--- config.mk ---
export PLATFORM = sky130hd
export DESIGN_NAME = id_ex_pipe_ctrl
export DESIGN_NICKNAME = d
export VERILOG_FILES = /design/src/rtl/pipe_pkg.sv /design/src/rtl/fwd_mux4.sv /design/src/rtl/id_ex_pipe_ctrl.sv
export SDC_FILE = /design/constraint.sdc
export NUM_CORES = 1
export LEC_CHECK = 0
export CORE_AREA = 2 2 201 203
export DETAILED_ROUTE_END_ITERATION = 16
export DIE_AREA = 0 0 203 205
export GPL_ROUTABILITY_DRIVEN = 1
export HOLD_SLACK_MARGIN = 0.08
export PLACE_DENSITY_LB_ADDON = 0.08
export SLEW_MARGIN = 20
export SYNTH_ARGS = -nofsm -noshare
export SYNTH_HDL_FRONTEND = slang
export SYNTH_HIERARCHICAL = 1
export SYNTH_SLANG_ARGS = --single-unit
--- constraint.sdc ---
create_clock -name CLK -period 20.3 [get_ports CLK]
set_clock_uncertainty 0.1 [all_clocks]
set_input_delay 3.045 -clock CLK [delete_from_list [all_inputs] [get_ports CLK]]
set_output_delay 3.045 -clock CLK [all_outputs]
set_load 0.05 [all_outputs]
--- src/rtl/pipe_pkg.sv ---
// Shared types and constants for the ID/EX pipeline-register block.
// Forward-select encoding matches the hazard unit's ISA/ISB/ISD outputs.
package pipe_pkg;

    typedef enum logic [1:0] {
        FWD_RF  = 2'b00,
        FWD_EX  = 2'b01,
        FWD_MEM = 2'b10,
        FWD_WB  = 2'b11
    } fwd_sel_t;

    // MOV R0,R0
    localparam logic [31:0] NOP_INSTR_C = 32'hE1A00000;
    localparam int          CTRL_W_DEF  = 12;

endpackage

--- src/rtl/fwd_mux4.sv ---
// 4:1 operand-forwarding mux: register file or one of three bypass paths.
module fwd_mux4
    import pipe_pkg::*;
#(
    parameter int DW = 32
) (
    input  fwd_sel_t        sel_i,
    input  logic [DW-1:0]   rf_i,
    input  logic [DW-1:0]   ex_i,
    input  logic [DW-1:0]   mem_i,
    input  logic [DW-1:0]   wb_i,
    output logic [DW-1:0]   out_o
);

    always_comb begin
        out_o = rf_i;
        unique case (sel_i)
            FWD_RF:  out_o = rf_i;
            FWD_EX:  out_o = ex_i;
            FWD_MEM: out_o = mem_i;
            FWD_WB:  out_o = wb_i;
        endcase
    end

endmodule

--- src/rtl/id_ex_pipe_ctrl.sv ---
// IF/ID and ID/EX pipeline registers driven by hazard-unit decisions,
// with operand forwarding and saturating stall/flush event counters.
module id_ex_pipe_ctrl
    import pipe_pkg::*;
#(
    parameter int              DW        = 32,
    parameter int              CTRL_W    = CTRL_W_DEF,
    parameter int              CNT_W     = 16,
    parameter logic [DW-1:0]   NOP_INSTR = NOP_INSTR_C
) (
    input  logic                CLK,
    input  logic                RST,
    input  logic [DW-1:0]       IF_instr,
    input  logic [DW-1:0]       IF_pc,
    input  logic                IF_ID_ld,
    input  logic                C_Unit_MUX,
    input  logic                FLUSH,
    input  logic [1:0]          ISA,
    input  logic [1:0]          ISB,
    input  logic [1:0]          ISD,
    input  logic [CTRL_W-1:0]   CU_ctrl,
    input  logic [DW-1:0]       PA,
    input  logic [DW-1:0]       PB,
    input  logic [DW-1:0]       PD,
    input  logic [DW-1:0]       EX_fwd,
    input  logic [DW-1:0]       MEM_fwd,
    input  logic [DW-1:0]       WB_fwd,
    output logic [DW-1:0]       ID_instr,
    output logic [DW-1:0]       ID_pc,
    output logic [CTRL_W-1:0]   EX_ctrl,
    output logic [DW-1:0]       EX_A,
    output logic [DW-1:0]       EX_B,
    output logic [DW-1:0]       EX_D,
    output logic [3:0]          EX_rd,
    output logic [DW-1:0]       EX_pc,
    output logic                EX_valid,
    output logic [CNT_W-1:0]    stall_cnt,
    output logic [CNT_W-1:0]    flush_cnt
);

    logic [DW-1:0]     id_instr_q, id_instr_d;
    logic [DW-1:0]     id_pc_q, id_pc_d;
    logic [CTRL_W-1:0] ex_ctrl_q, ex_ctrl_d;
    logic [DW-1:0]     ex_a_q, ex_a_d;
    logic [DW-1:0]     ex_b_q, ex_b_d;
    logic [DW-1:0]     ex_d_q, ex_d_d;
    logic [3:0]        ex_rd_q, ex_rd_d;
    logic [DW-1:0]     ex_pc_q, ex_pc_d;
    logic              ex_valid_q, ex_valid_d;
    logic [CNT_W-1:0]  stall_q, stall_d;
    logic [CNT_W-1:0]  flush_q, flush_d;

    logic [DW-1:0]     fwd_a, fwd_b, fwd_d;
    logic              ex_load;
    logic              stall_ev;

    fwd_mux4 #(.DW(DW)) u_fwd_a (
        .sel_i (fwd_sel_t'(ISA)),
        .rf_i  (PA),
        .ex_i  (EX_fwd),
        .mem_i (MEM_fwd),
        .wb_i  (WB_fwd),
        .out_o (fwd_a)
    );

    fwd_mux4 #(.DW(DW)) u_fwd_b (
        .sel_i (fwd_sel_t'(ISB)),
        .rf_i  (PB),
        .ex_i  (EX_fwd),
        .mem_i (MEM_fwd),
        .wb_i  (WB_fwd),
        .out_o (fwd_b)
    );

    fwd_mux4 #(.DW(DW)) u_fwd_d (
        .sel_i (fwd_sel_t'(ISD)),
        .rf_i  (PD),
        .ex_i  (EX_fwd),
        .mem_i (MEM_fwd),
        .wb_i  (WB_fwd),
        .out_o (fwd_d)
    );

    // A flush squashes the instruction in ID as well as the one in IF.
    assign ex_load  = C_Unit_MUX & ~FLUSH;
    assign stall_ev = ~IF_ID_ld & ~FLUSH;

    always_comb begin
        id_instr_d = id_instr_q;
        id_pc_d    = id_pc_q;
        if (FLUSH) begin
            id_instr_d = NOP_INSTR;
            id_pc_d    = IF_pc;
        end else if (IF_ID_ld) begin
            id_instr_d = IF_instr;
            id_pc_d    = IF_pc;
        end
    end

    // Bubble clears ctrl/valid only; operand fields keep their last value.
    always_comb begin
        ex_ctrl_d  = '0;
        ex_valid_d = 1'b0;
        ex_a_d     = ex_a_q;
        ex_b_d     = ex_b_q;
        ex_d_d     = ex_d_q;
        ex_rd_d    = ex_rd_q;
        ex_pc_d    = ex_pc_q;
        if (ex_load) begin
            ex_ctrl_d  = CU_ctrl;
            ex_valid_d = 1'b1;
            ex_a_d     = fwd_a;
            ex_b_d     = fwd_b;
            ex_d_d     = fwd_d;
            ex_rd_d    = id_instr_q[15:12];
            ex_pc_d    = id_pc_q;
        end
    end

    always_comb begin
        stall_d = stall_q;
        flush_d = flush_q;
        if (stall_ev && (stall_q != '1)) stall_d = stall_q + 1'b1;
        if (FLUSH && (flush_q != '1))    flush_d = flush_q + 1'b1;
    end

    always_ff @(posedge CLK or posedge RST) begin
        if (RST) begin
            id_instr_q <= NOP_INSTR;
            id_pc_q    <= '0;
            ex_ctrl_q  <= '0;
            ex_a_q     <= '0;
            ex_b_q     <= '0;
            ex_d_q     <= '0;
            ex_rd_q    <= '0;
            ex_pc_q    <= '0;
            ex_valid_q <= 1'b0;
            stall_q    <= '0;
            flush_q    <= '0;
        end else begin
            id_instr_q <= id_instr_d;
            id_pc_q    <= id_pc_d;
            ex_ctrl_q  <= ex_ctrl_d;
            ex_a_q     <= ex_a_d;
            ex_b_q     <= ex_b_d;
            ex_d_q     <= ex_d_d;
            ex_rd_q    <= ex_rd_d;
            ex_pc_q    <= ex_pc_d;
            ex_valid_q <= ex_valid_d;
            stall_q    <= stall_d;
            flush_q    <= flush_d;
        end
    end

    assign ID_instr  = id_instr_q;
    assign ID_pc     = id_pc_q;
    assign EX_ctrl   = ex_ctrl_q;
    assign EX_A      = ex_a_q;
    assign EX_B      = ex_b_q;
    assign EX_D      = ex_d_q;
    assign EX_rd     = ex_rd_q;
    assign EX_pc     = ex_pc_q;
    assign EX_valid  = ex_valid_q;
    assign stall_cnt = stall_q;
    assign flush_cnt = flush_q;

endmodule
After elaboration in Yosys (flattened, before gate mapping). Cells that the tools add are included. Widths: inputs -> output; s select.

$add $sub $neg: 2. Equal/unequal tests: 11. Multiplexer cells: 9. Bitwise operators: 4. Reductions and logical operators: 6.

Operators with widths (number): $pmux 32 s4 (3); $mux 32 (4); $add 16x1->16 const B (2); $ne 16x16->1 const B (2); $eq 2x2->1 const B (6); $mux 12 (1); $eq 2x1->1 const B (3); $logic_not 2->1 (3); $and 1x1->1 (2); $logic_and 1x1->1 (2); $not 1->1 (2); $reduce_bool 2->1 (1); $mux 1 (1).

Bits in registers: 241. Input port bits: 279. Output and inout port bits: 241. Word-level logic and storage cells: 43.

Longest topological paths before layout. Gate-level depths: netlist (run 1).

Depth after elaboration: 3. Gate-level depth with buffers: 5. Gate-level depth less buffers: 5.

By module. The synthesis (run 1) kept the hierarchy.

Modules (own cells, without submodules): id_ex_pipe_ctrl (times used 1, cells each 622, area each 9376.5 µm², seq. area each 6038.3 µm²); fwd_mux4 (times used 3, cells each 39, area each 814.5 µm², seq. area each 0.0 µm²).

Worst setup path after synthesis (run 1). Ideal clock, no wire load.

Path kind: in2reg. Start: input port ISA[0]. End: register ex_a_q[0], in the netlist EX_A[0]. Library setup time: 0.128 ns. Arrival time: 4.071 ns. Slack: 16.001 ns. Cell stages on the path: 4. Path through: buf_6 > buf_12 > mux4_2 > mux2_1.

Word-level cells in the longest chain between the ends: 2.

Ends and longest elaborated chain: from (decl) (line id_ex_pipe_ctrl.sv:18) `input logic [1:0] ISA,`; $eq 2x2->1 (tied with other cells) (line fwd_mux4.sv:17) `unique case (sel_i)`; $pmux 32 s4 * (line fwd_mux4.sv:17); via fwd_a[0] (line id_ex_pipe_ctrl.sv:53) `logic [DW-1:0] fwd_a, fwd_b, fwd_d;`; to (signal assigned) (line id_ex_pipe_ctrl.sv:132) `ex_a_q <= '0;`; to (signal assigned) (line id_ex_pipe_ctrl.sv:144) `ex_a_q <= ex_a_d;`; to (decl) (line id_ex_pipe_ctrl.sv:44) `logic [DW-1:0] ex_a_q, ex_a_d;`.

Mark *: on every way through the listed nets, which the timed path passes. The rest lies on a longest branch. A chain may end at the register's enable or synchronous reset.

Worst setup path after layout (run 1).
Start: register stall_q[3], in the netlist stall_cnt[3]. End: output port stall_cnt[3].

RTL lines: from (decl) (line id_ex_pipe_ctrl.sv:50) `logic [CNT_W-1:0] stall_q, stall_d;`; from (signal assigned) (line id_ex_pipe_ctrl.sv:150) `stall_q <= stall_d;`; to (decl) (line id_ex_pipe_ctrl.sv:37) `output logic [CNT_W-1:0] stall_cnt,`.

No word-level cell between the ends.

==> Flow_metrics.wiki, run 1 <==
{| class="wikitable"
! Metric !! Value
|-
| Crit-path slowest cell || sky130_fd_sc_hd__clkdlybuf4s50_1
|-
| Largest fanout of any net on the critical path || 7
|-
| Die area || between 40000 and 50000 um^2
|-
| Pin count of the biggest net entering global routing || 120
|-
| Dpl cells || about 1700
|-
| Crit path buf inv count || 1
|-
| LEAKAGE || about 7.4 nW
|-
| Proportion of netlist area held by the largest area contributor || 0.498
|-
| Primary FF master, synth || sky130_fd_sc_hd__dfrtp_1
|-
| # rows || 73
|-
| Number of remaining DRC errors || 0
|-
| Net count after synthesis || 1020
|-
| Relative area change from synthesis to final layout || 55.9%
|-
| CTS buffer count || 30
|-
| Top cells by area, synth || sky130_fd_sc_hd__dfrtp_1, sky130_fd_sc_hd__mux4_2, sky130_fd_sc_hd__mux2_2
|-
| Top-level I/O count || 520
|-
| Arrival time at the worst endpoint || 1.96 ns
|-
| Height of the die || 205 um
|-
| Highest Clock Rate || 0.196 GHz
|-
| Number of DRC markers after the initial detailed-route iteration || 271
|-
| Initial antenna violation count || 10
|-
| Layout Cell Area excl Fill || between 15000 and 20000 um^2
|-
| Number of violations of the max-capacitance limit || 0
|-
| Total track usage || 0.197
|-
| Startpoint type of the worst setup path || flop
|-
| Synth Register Bits || 241
|-
| Setup slack after layout || approximately 15 ns
|-
| Remaining antenna violation count after routing || 0
|-
| Crit path required time || ~17 ns
|-
| Cell type group with the largest total delay on the critical path || buffers and inverters
|-
| Final cycle utilization of the critical path || 0.252
|-
| Final Setup Violations || 0
|-
| Number of flops mapped to enable cells by yosys || 0
|-
| Unique masters post-synth || 45
|-
| Worst IR Drop VDD || 0.0000489 V
|-
| Max Buffers Root-to-Sink || 3
|-
| Warnings from Yosys || 6
|-
| Number of pins with negative max-slew slack in the final report || 0
|-
| Setup TNS || 0 ns
|-
| Post-route non-filler standard cell count || 1807
|-
| Drt via density || between 4 and 5
|-
| Total Wirelength || ~42 mm
|-
| Post-synthesis cell area || 11800 um^2
|-
| First drt pass iteration count || 4
|-
| Placement Cell Area || 17300 um^2
|-
| Wire length of the first global-routing pass || 61.3 mm
|-
| Post-synth ARST share || 1.00
|-
| IO buf count || 519
|-
| Crit-path max cell delay || 0.90 ns
|-
| Number of endpoints with negative hold slack in the final report || 0
|-
| Post-synthesis cell type with the largest combined area || sky130_fd_sc_hd__dfrtp_1
|-
| Critical path class || reg2out
|-
| Half-perimeter wire length after detailed placement || 30.2 mm
|-
| Seq/Total Area, Yosys || 0.511
|-
| TritonCTS clock tree || yes
|-
| Total of hold buffers inserted after clock tree synthesis || 0
|-
| Post-CTS setup buffer count || 0
|-
| Post-placement setup slack || 14.67 ns
|-
| Cell count after synthesis || 739
|-
| Design Power || 1.83 mW
|-
| Endpoint kind of the worst setup timing path || output port
|-
| Worst relative slew slack || 0.249
|-
| Clock net sink count || between 200 and 250
|-
| Vias post-DR || 8653
|-
| CTS root buffer || sky130_fd_sc_hd__clkbuf_16
|-
| Outcome || finished, final reports clean
|-
| RSZ-0062 raised after global routing || false
|-
| Count of nets after finishing || roughly 1500
|-
| Average wire per cell in the routed design || 23.2 um
|-
| Total gr overflow || 0
|-
| Minimum period implied by the final worst setup slack || 5.11 ns
|-
| Clk Latency, worst-skew pair || 0.55 ns
|-
| Worst-Margin Slew || 1.13 ns
|-
| Placeable Area || 39400 um^2
|-
| Final weighted congestion in routability-driven placement || slightly below 0.8
|-
| Layout cells sized above 1 || 0.235
|-
| CP cell instances || clkdlybuf4s50_1
|-
| Clock transition at the registers of the reported paths || 0.06 ns
|-
| Power density over the cells || 99.1 nW/um^2
|-
| Vias in the first global route || 9390
|-
| Initial Util || 0.300
|-
| Avg Inst Size Synth || 16.0 um^2
|-
| Worst Hold Class || reg2reg
|-
| H-tree depth || 1
|-
| Post-CTS Resized || 0
|-
| X dimension of the die || a little over 200 um
|}
-- cells in the mapped netlist (all sizes together) (2+ instances only) --
cell type,count
a211o,6
a21oi,9
a31oi,4
and2,14
and3,7
and4,7
buf,44
clkbuf,5
dfrtp,235
dfstp,6
ha,2
inv,3
mux2,167
mux2i,27
mux4,96
nand2,6
nand3,11
nand4,14
nor2,31
nor2b,8
nor3,4
nor4,2
xnor2,14
xor2,7
-- per-stage QoR --
stage | hold WS, ns | utilization
detailed placement | 0.375 | 0.441
global placement | 0.366 | 0.440
finish | 0.385 | 0.468
global route | 0.403 | 0.468
CTS | 0.389 | 0.468
floorplan | 0.695 | -
-- per-layer routing --
metal | global-route usage | part of all wire | vias to the layer above
met4 | 0.0667 | 0.029 | 6
met2 | 0.325 | 0.49 | 330
met1 | 0.242 | 0.40 | 4374
met3 | 0.0676 | 0.087 | 66
li1 | - | - | 3877
met5 | 0 | 0.00098 | -
-- state kept, by name (all words and copies together) (netlist names) --
register,count
EX_A,32
flush_cnt,16
EX_B,32
EX_valid,1
EX_D,32
EX_ctrl,12
EX_pc,32
ID_pc,32
ID_instr,32
stall_cnt,16
EX_rd,4
-- worst paths after layout --
kind                                          start  cells after the start                        to  slack, ns
max                        stall_cnt[3]$_DFFE_PP0P_                      1              stall_cnt[3]      15.19
min in group asynchronous                       RST                      2      EX_ctrl[4]$_DFF_PP0_       2.97
min reg2reg                    EX_D[27]$_DFFE_PP0P_                      1      EX_D[27]$_DFFE_PP0P_       0.38
min                            EX_D[27]$_DFFE_PP0P_                      1      EX_D[27]$_DFFE_PP0P_       0.38
max reg2reg                stall_cnt[0]$_DFFE_PP0P_                      5  stall_cnt[1]$_DFFE_PP0P_      18.33
max in group asynchronous                       RST                      3  ID_instr[25]$_DFFE_PP0P_      15.63
-- placed cells by master (no fill, tap or decap), types with 6 or more instances in the layout --
master / count
sky130_fd_sc_hd__buf_4: 9
sky130_fd_sc_hd__dfrtp_1: 235
sky130_fd_sc_hd__nand4_1: 11
sky130_fd_sc_hd__nand2_1: 6
sky130_fd_sc_hd__mux2_1: 43
sky130_fd_sc_hd__and2_1: 14
sky130_fd_sc_hd__buf_2: 7
sky130_fd_sc_hd__nor2b_1: 7
sky130_fd_sc_hd__nor2_1: 30
sky130_fd_sc_hd__a21oi_1: 9
sky130_fd_sc_hd__nand3_1: 11
sky130_fd_sc_hd__clkbuf_16: 31
sky130_fd_sc_hd__a211o_1: 6
sky130_fd_sc_hd__clkdlybuf4s50_1: 512
sky130_fd_sc_hd__xor2_1: 7
sky130_fd_sc_hd__xnor2_1: 14
sky130_fd_sc_hd__and3_1: 7
sky130_fd_sc_hd__dfstp_2: 6
sky130_fd_sc_hd__mux4_2: 90
sky130_fd_sc_hd__diode_2: 7
sky130_fd_sc_hd__clkbuf_8: 9
sky130_fd_sc_hd__mux4_1: 6
sky130_fd_sc_hd__mux2_2: 122
sky130_fd_sc_hd__mux2i_1: 27
-- where the power goes --
group	internal [mW]	switching, mW
logic	0.256	0.394
clock network	0.349	0.217
registers	0.554	0.0556
total	1.16	0.667
-- worst register-to-register path: cells and delay by family, from the launching register on --
family / cells / cell delay, ns
fa+ha+maj: 1 / 0.33
simple gates: 3 / 0.65
flops: 1 / 0.46
mux: 1 / 0.33
-- final cells by class --
type,instances,area [um^2]
inverter,3,18.8
antenna,7,17.5
tap,525,657
fill,3602,20900
clock buffer,45,918
multi-input combinational,446,5390
timing repair buffer,529,5250
clock inverter,11,141
sequential,241,6040
-- logic make-up (layout without fill, tap and decap cells) --
family	Yosys count	after routing	share of synthesized area
DFF	241	241	0.511
adders and majority gates	2	2	0.00212
xor gates and xnor gates	21	21	0.0156
other	0	7	0
muxes	290	290	0.367
and+or+nand+nor	111	111	0.0573
buffers and inverters	52	588	0.0342
AOI/OAI and AO/OA	22	22	0.0126
No activity file was read; power rests on OpenSTA's default activity.
==> run 2, diff against run 1 <==
==> constraint.sdc (replaced) <==
create_clock -name CLK -period 4.89 [get_ports CLK]
set_clock_uncertainty 0.1 [all_clocks]
set_input_delay 0.7335 -clock CLK [delete_from_list [all_inputs] [get_ports CLK]]
set_output_delay 0.7335 -clock CLK [all_outputs]
set_load 0.05 [all_outputs]
==> run 2 against run 1 <==
Core utilization down 0.051 points. Die area unchanged. First-iteration DRC count up 25%. Wire length down 1.5%. Combinational power rose to 4.2 times the previous value. Sequential power rose to 4.1 times the previous value. Flip-flop and latch count unchanged. Non-clock buffer count up 1. Sequential share of layout area about the same. Count of clock-buffer cells in the layout up 6. Critical path depth unchanged. Total power rose to 4.1 times the previous value.
==> Flow_metrics.wiki, run 2 (same netlist as run 1, synthesis figures left out) <==
{| class="wikitable"
! Metric !! Value
|-
| Cell type group with the largest total delay on the critical path || buffers and inverters (unchanged)
|-
| Total track usage || 0.195 (was 0.197)
|-
| Post-placement setup slack || 1.87 ns (was 14.67 ns)
|-
| CP cell instances || clkdlybuf4s50_1 (unchanged)
|-
| Design Power || 7.46 mW (was 1.83 mW)
|-
| Final Setup Violations || 0 (unchanged)
|-
| Net switching power figure || 2.72 mW (was 0.667 mW)
|-
| Clock net sink count || 241 (unchanged)
|-
| # rows || 73 (unchanged)
|-
| Switching Share || 0.365 (about the same)
|-
| Average wire per cell in the routed design || 22.8 um (was 23.2 um)
|-
| Relative area change from synthesis to final layout || 55.7% (was 55.9%)
|-
| Clock Power Share || 0.300 (was 0.310)
|-
| H-tree depth || 1 (unchanged)
|-
| Placeable Area || 39400 um^2 (unchanged)
|-
| Number of instances on the worst hold path || 1 (unchanged)
|-
| Total of hold buffers inserted after clock tree synthesis || 0 (unchanged)
|-
| Clock transition at the registers of the reported paths || 0.06 ns (about the same)
|-
| Final weighted congestion in routability-driven placement || 0.757 (was 0.796)
|-
| Clk Latency, worst-skew pair || 0.56 ns (was 0.55 ns)
|-
| Arrival time at the worst endpoint || 1.96 ns (about the same)
|-
| Crit-path slowest cell || sky130_fd_sc_hd__clkdlybuf4s50_1 (unchanged)
|-
| Layout Cell Area excl Fill || 18400 um^2 (about the same)
|-
| R2R Path End || stall_cnt[1]$_DFFE_PP0P_ (unchanged)
|-
| Max Buffers Root-to-Sink || 3 (unchanged)
|-
| Final cycle utilization of the critical path || 0.572
|-
| Remaining antenna violation count after routing || 0 (unchanged)
|-
| Count of nets after finishing || 1533 (was 1532)
|-
| Height of the die || 205 um (unchanged)
|-
| LEAKAGE || 7.36 nW (was 7.37 nW)
|-
| Most used cells in the layout excluding fill and tap cells || sky130_fd_sc_hd__clkdlybuf4s50_1, sky130_fd_sc_hd__dfrtp_1, sky130_fd_sc_hd__mux2_2 (unchanged)
|-
| Worst-Margin Slew || 1.12 ns (was 1.13 ns)
|-
| Post-layout util || 0.468 (about the same)
|-
| Layout cells sized above 1 || 0.229 (was 0.235)
|-
| Pin count of the biggest net entering global routing || 112 (was 120)
|-
| Worst Hold End || EX_D[29]$_DFFE_PP0P_ (was EX_D[27]$_DFFE_PP0P_)
|-
| Post-CTS Resized || 0 (unchanged)
|-
| Total Wirelength || 41.2 mm (was 41.9 mm)
|-
| Die area || 41600 um^2 (unchanged)
|-
| Setup TNS || 0 ns (unchanged)
|-
| IO buf count || 519 (unchanged)
|-
| Beginning of the worst hold path || EX_D[29]$_DFFE_PP0P_ (was EX_D[27]$_DFFE_PP0P_)
|-
| Crit-path max cell delay || 0.91 ns (was 0.90 ns)
|-
| CTS buffer count || 30 (unchanged)
|-
| Leading cell type in the layout, fill and taps excluded || sky130_fd_sc_hd__clkdlybuf4s50_1 (unchanged)
|-
| Minimum period implied by the final worst setup slack || 2.80 ns
|-
| Crit path buf inv count || 1 (unchanged)
|-
| Internal power summed over all cells || 4.74 mW (was 1.16 mW)
|-
| Proportion of power drawn by combinational gates || 0.361 (was 0.356)
|-
| Vias in the first global route || 9468 (was 9390)
|-
| FF-to-FF Start || stall_cnt[1]$_DFFE_PP0P_ (was stall_cnt[0]$_DFFE_PP0P_)
|-
| Top-level I/O count || 520 (unchanged)
|-
| Setup slack of the most critical reg-to-reg path || 2.96 ns (was 18.33 ns)
|-
| Crit path required time || 4.06 ns (was 17.15 ns)
|-
| Total gr overflow || 0 (unchanged)
|-
| Critical path class || reg2out (unchanged)
|-
| Wire length of the first global-routing pass || 60.7 mm (was 61.3 mm)
|-
| Placement Cell Area || 17400 um^2 (was 17300 um^2)
|-
| First drt pass iteration count || 4 (unchanged)
|-
| Power density over the cells || 405 nW/um^2 (was 99.1 nW/um^2)
|-
| Initial Util || 0.300 (unchanged)
|-
| Post-route non-filler standard cell count || 1806 (was 1807)
|-
| Largest fanout of any net on the critical path || 7 (unchanged)
|-
| CTS root buffer || sky130_fd_sc_hd__clkbuf_16 (unchanged)
|-
| Vias post-DR || 8648 (was 8653)
|-
| Post-CTS setup buffer count || 0 (unchanged)
|-
| Half-perimeter wire length after detailed placement || 29.8 mm (was 30.2 mm)
|-
| Sequential cell fraction of total power || 0.339 (was 0.334)
|-
| Dpl cells || 1744 (unchanged)
|-
| Highest Clock Rate || 0.357 GHz
|-
| Number of remaining DRC errors || 0 (unchanged)
|-
| Setup slack after layout || 2.09 ns (was 15.19 ns)
|-
| X dimension of the die || 203 um (unchanged)
|-
| Drt via density || 4.79 (about the same)
|-
| Startpoint type of the worst setup path || flop (unchanged)
|-
| Worst Hold Class || reg2reg (unchanged)
|-
| Cell depth of the worst flop-to-flop path || 5 (unchanged)
|-
| Initial antenna violation count || 7 (was 10)
|-
| Post-Route Hold Slack || 0.382 ns (was 0.385 ns)
|-
| Endpoint kind of the worst setup timing path || output port (unchanged)
|-
| Outcome || finished, final reports clean (unchanged)
|-
| Number of endpoints with negative hold slack in the final report || 0 (unchanged)
|-
| Number of pins with negative max-slew slack in the final report || 0 (unchanged)
|-
| TritonCTS clock tree || yes (unchanged)
|-
| Worst relative slew slack || 0.251 (was 0.249)
|-
| Number of DRC markers after the initial detailed-route iteration || 338 (was 271)
|-
| Worst IR Drop VDD || 0.000222 V (was 0.0000489 V)
|-
| RSZ-0062 raised after global routing || false (unchanged)
|-
| Number of violations of the max-capacitance limit || 0 (unchanged)
|}
[run 2: cell count changes in the layout (fill, tap and decap cells not counted), sizes merged]
cell and delta:
buf +1, bufinv -1, clkbuf +6, clkinv -1
clkinvlp -2, diode -2, inv -2
[run 2: worst max-delay path by stage]
stage / start / to / slack, ns / cells past startpoint
3_3_place_gp: FLUSH / EX_D[13]$_DFFE_PP0P_ / 1.90 / 4
2_1_floorplan: RST / EX_A[0]$_DFFE_PP0P_ / 0.90 / 1
3_5_place_dp: ISB[0] / EX_B[5]$_DFFE_PP0P_ / 1.87 / 4
6_report: stall_cnt[3]$_DFFE_PP0P_ / stall_cnt[3] / 2.09 / 1
5_1_grt: stall_cnt[3]$_DFFE_PP0P_ / stall_cnt[3] / 2.01 / 1
4_1_cts: stall_cnt[3]$_DFFE_PP0P_ / stall_cnt[3] / 2.04 / 1
[run 2: layer usage]
layer / share of wire / global-route usage
met5: 0.00099 / 0
met4: 0.023 / 0.0581
met3: 0.099 / 0.0773
met2: 0.50 / 0.328
met1: 0.38 / 0.228
[run 2: cell type report]
cell class	instances	area (um^2)
Antenna cell	5	12.5
Clock buffer	51	921
Clock inverter	5	75.1
Fill cell	3537	21000
Inverter	3	15.0
Multi-Input combinational cell	446	5390
Sequential cell	241	6040
Tap cell	525	657
Timing Repair Buffer	530	5300
[run 2: power groups by stage]
stage | Clock (mW) | Combinational (mW) | Sequential, mW
after floorplan | 0 | 0.578 | 3.59
after global placement | 0 | 2.72 | 2.56
after detailed placement | 0 | 2.72 | 2.56
after CTS | 2.32 | 2.73 | 2.53
after global routing | 2.41 | 2.81 | 2.58
final | 2.24 | 2.70 | 2.53
==> edit, RTL diff (settings of run 2) <==
Put one more register stage on the output `flush_cnt`, with the module's reset. The value now appears one clock later. The other outputs are not delayed to match.
--- a/src/rtl/id_ex_pipe_ctrl.sv
+++ b/src/rtl/id_ex_pipe_ctrl.sv
@@ -162,6 +162,12 @@
     assign EX_pc     = ex_pc_q;
     assign EX_valid  = ex_valid_q;
     assign stall_cnt = stall_q;
-    assign flush_cnt = flush_q;
+    always_ff @(posedge CLK or posedge RST) begin
+        if (RST) begin
+            flush_cnt <= '0;
+        end else begin
+            flush_cnt <= flush_q;
+        end
+    end
 
 endmodule
Formal check against the unedited RTL: not equivalent (Yosys sat finds a counterexample within 4 cycles, from zero or initial values and one cycle with RST high).
==> edit against run 2 <==
Cell area rose by 2.0%; clock power rose by 4%; wire length rose by 1.5%; sequential cell count rose by 16; area after synthesis rose by 3.3%; non-clock buffer count did not move; synthesized cell count rose by 12%; die area did not move; critical path type unchanged; global-route usage rose by 0.32 points; power rose by 4.5%; setup slack improved by 0.067 ns; sequential power rose by 7%.
==> edit: results (changes against run 2) <==
[cells_and_area]
nClkBuffers=38  ; was 51
drive_above_1_share_pct=22.8  ; was 22.9%
seq_area_mm2=0.00644  ; was 0.00604 mm^2
final_nets=1620  ; was 1,533
seq_cell_count=257  ; was 241
fillers=3592  ; was 3,537
clock_area_share_pct=5.48  ; was 5.41%
nonClkBufAreaFrac_pct=28.1  ; was 28.8%

[synthesis]
yosys-mux-area-fraction_pct=32.6  ; was 36.7%
synth-compound-area-share_pct=1.62  ; was 1.26%
synth_cell_types=41  ; was 45
yosys-top-cells-area=dfrtp_1, mux4_2, mux2_2  ; unchanged
syn-num-nets=1112  ; was 1,020

[global_routing]
grt_start_max_net_pins=148  ; was 112
met2_usage_pct=35.4  ; was 32.8%
grt_pass1_wl_mm=61.8  ; was 60.7 mm
grt_pass1_vias=9764  ; was 9,468
grt_use_total_pct=19.8  ; was 19.5%
grtUsageMet1_pct=21.9  ; was 22.8%

[worst_setup_path]
path_max_fanout=2  ; was 7
cp.arrival_ns=1.90  ; was 1.96 ns
critPathMaxStageDelay_ns=0.82  ; was 0.91 ns

[power_and_ir_drop]
p_leak_nw=7.73  ; was 7.36 nW

[place]
dp_hpwl_mm=30.7  ; was 29.8 mm

[outcome]
status=complete, no violations  ; unchanged

[detailed_routing]
first_iter_violations=424  ; was 338
num_vias=9009  ; was 8,648

[edit: cell count changes after synthesis, moves of 5 or more]
cell / run 2 / this run
nand2_1: 6 / 110
mux2_1: 43 / 2
dfrtp_1: 235 / 251
mux2_2: 122 / 135
xnor2_1: 14 / 6
clkbuf_1: 5 / 12
and3_1: 7 / 2
buf_2: 32 / 27
nor3_1: 3 / 8
xor2_1: 7 / 12
[edit: cells by family after synthesis]
kind of cell / Yosys count
flip-flops: 257
AND/OR/NAND/NOR: 206
multiplexers: 259
buffers and inverters: 60
XOR/XNOR: 18
AO/OA/AOI/OAI: 29
adder cells (fa/ha/maj): 2
[edit: layer usage]
metal | up-vias | part of all wire, %
met5 | - | 0.065
met4 | 4 | 2.5
met3 | 61 | 9.3
met2 | 327 | 52
met1 | 4508 | 36
li1 | 4109 | -
[edit: worst paths after layout]
| path | end | startpoint | cells after the start | slack, ns |
|---|---|---|---|---|
| max | ID_instr[23] | ID_instr[23] | 1 | 2.16 |
| min | flush_cnt[15] | flush_q[15] | 0 | 0.32 |
| max reg2reg | stall_cnt[1] | stall_cnt[0] | 5 | 2.86 |
| min reg2reg | flush_cnt[15] | flush_q[15] | 0 | 0.32 |
| max in group asynchronous | EX_D[1] | RST | 3 | 3.37 |
| min in group asynchronous | EX_rd[3] | RST | 3 | 0.61 |
[edit: through the flow]
stage,instances,hold WS [ns],power (mW),cell area (um^2)
global route,1891,0.335,8.13,18800
CTS,1887,0.316,7.92,18800
global placement,1832,0.304,5.53,17700
floorplan,831,0.285,4.39,12200
detailed placement,1832,0.302,5.53,17700
finish,1892,0.316,7.79,18800
[edit: power breakdown]
group	leakage (nW)	internal, mW	switching, mW
clock network	0.503	1.39	0.937
registers	3.14	2.47	0.232
logic	4.08	1.08	1.69
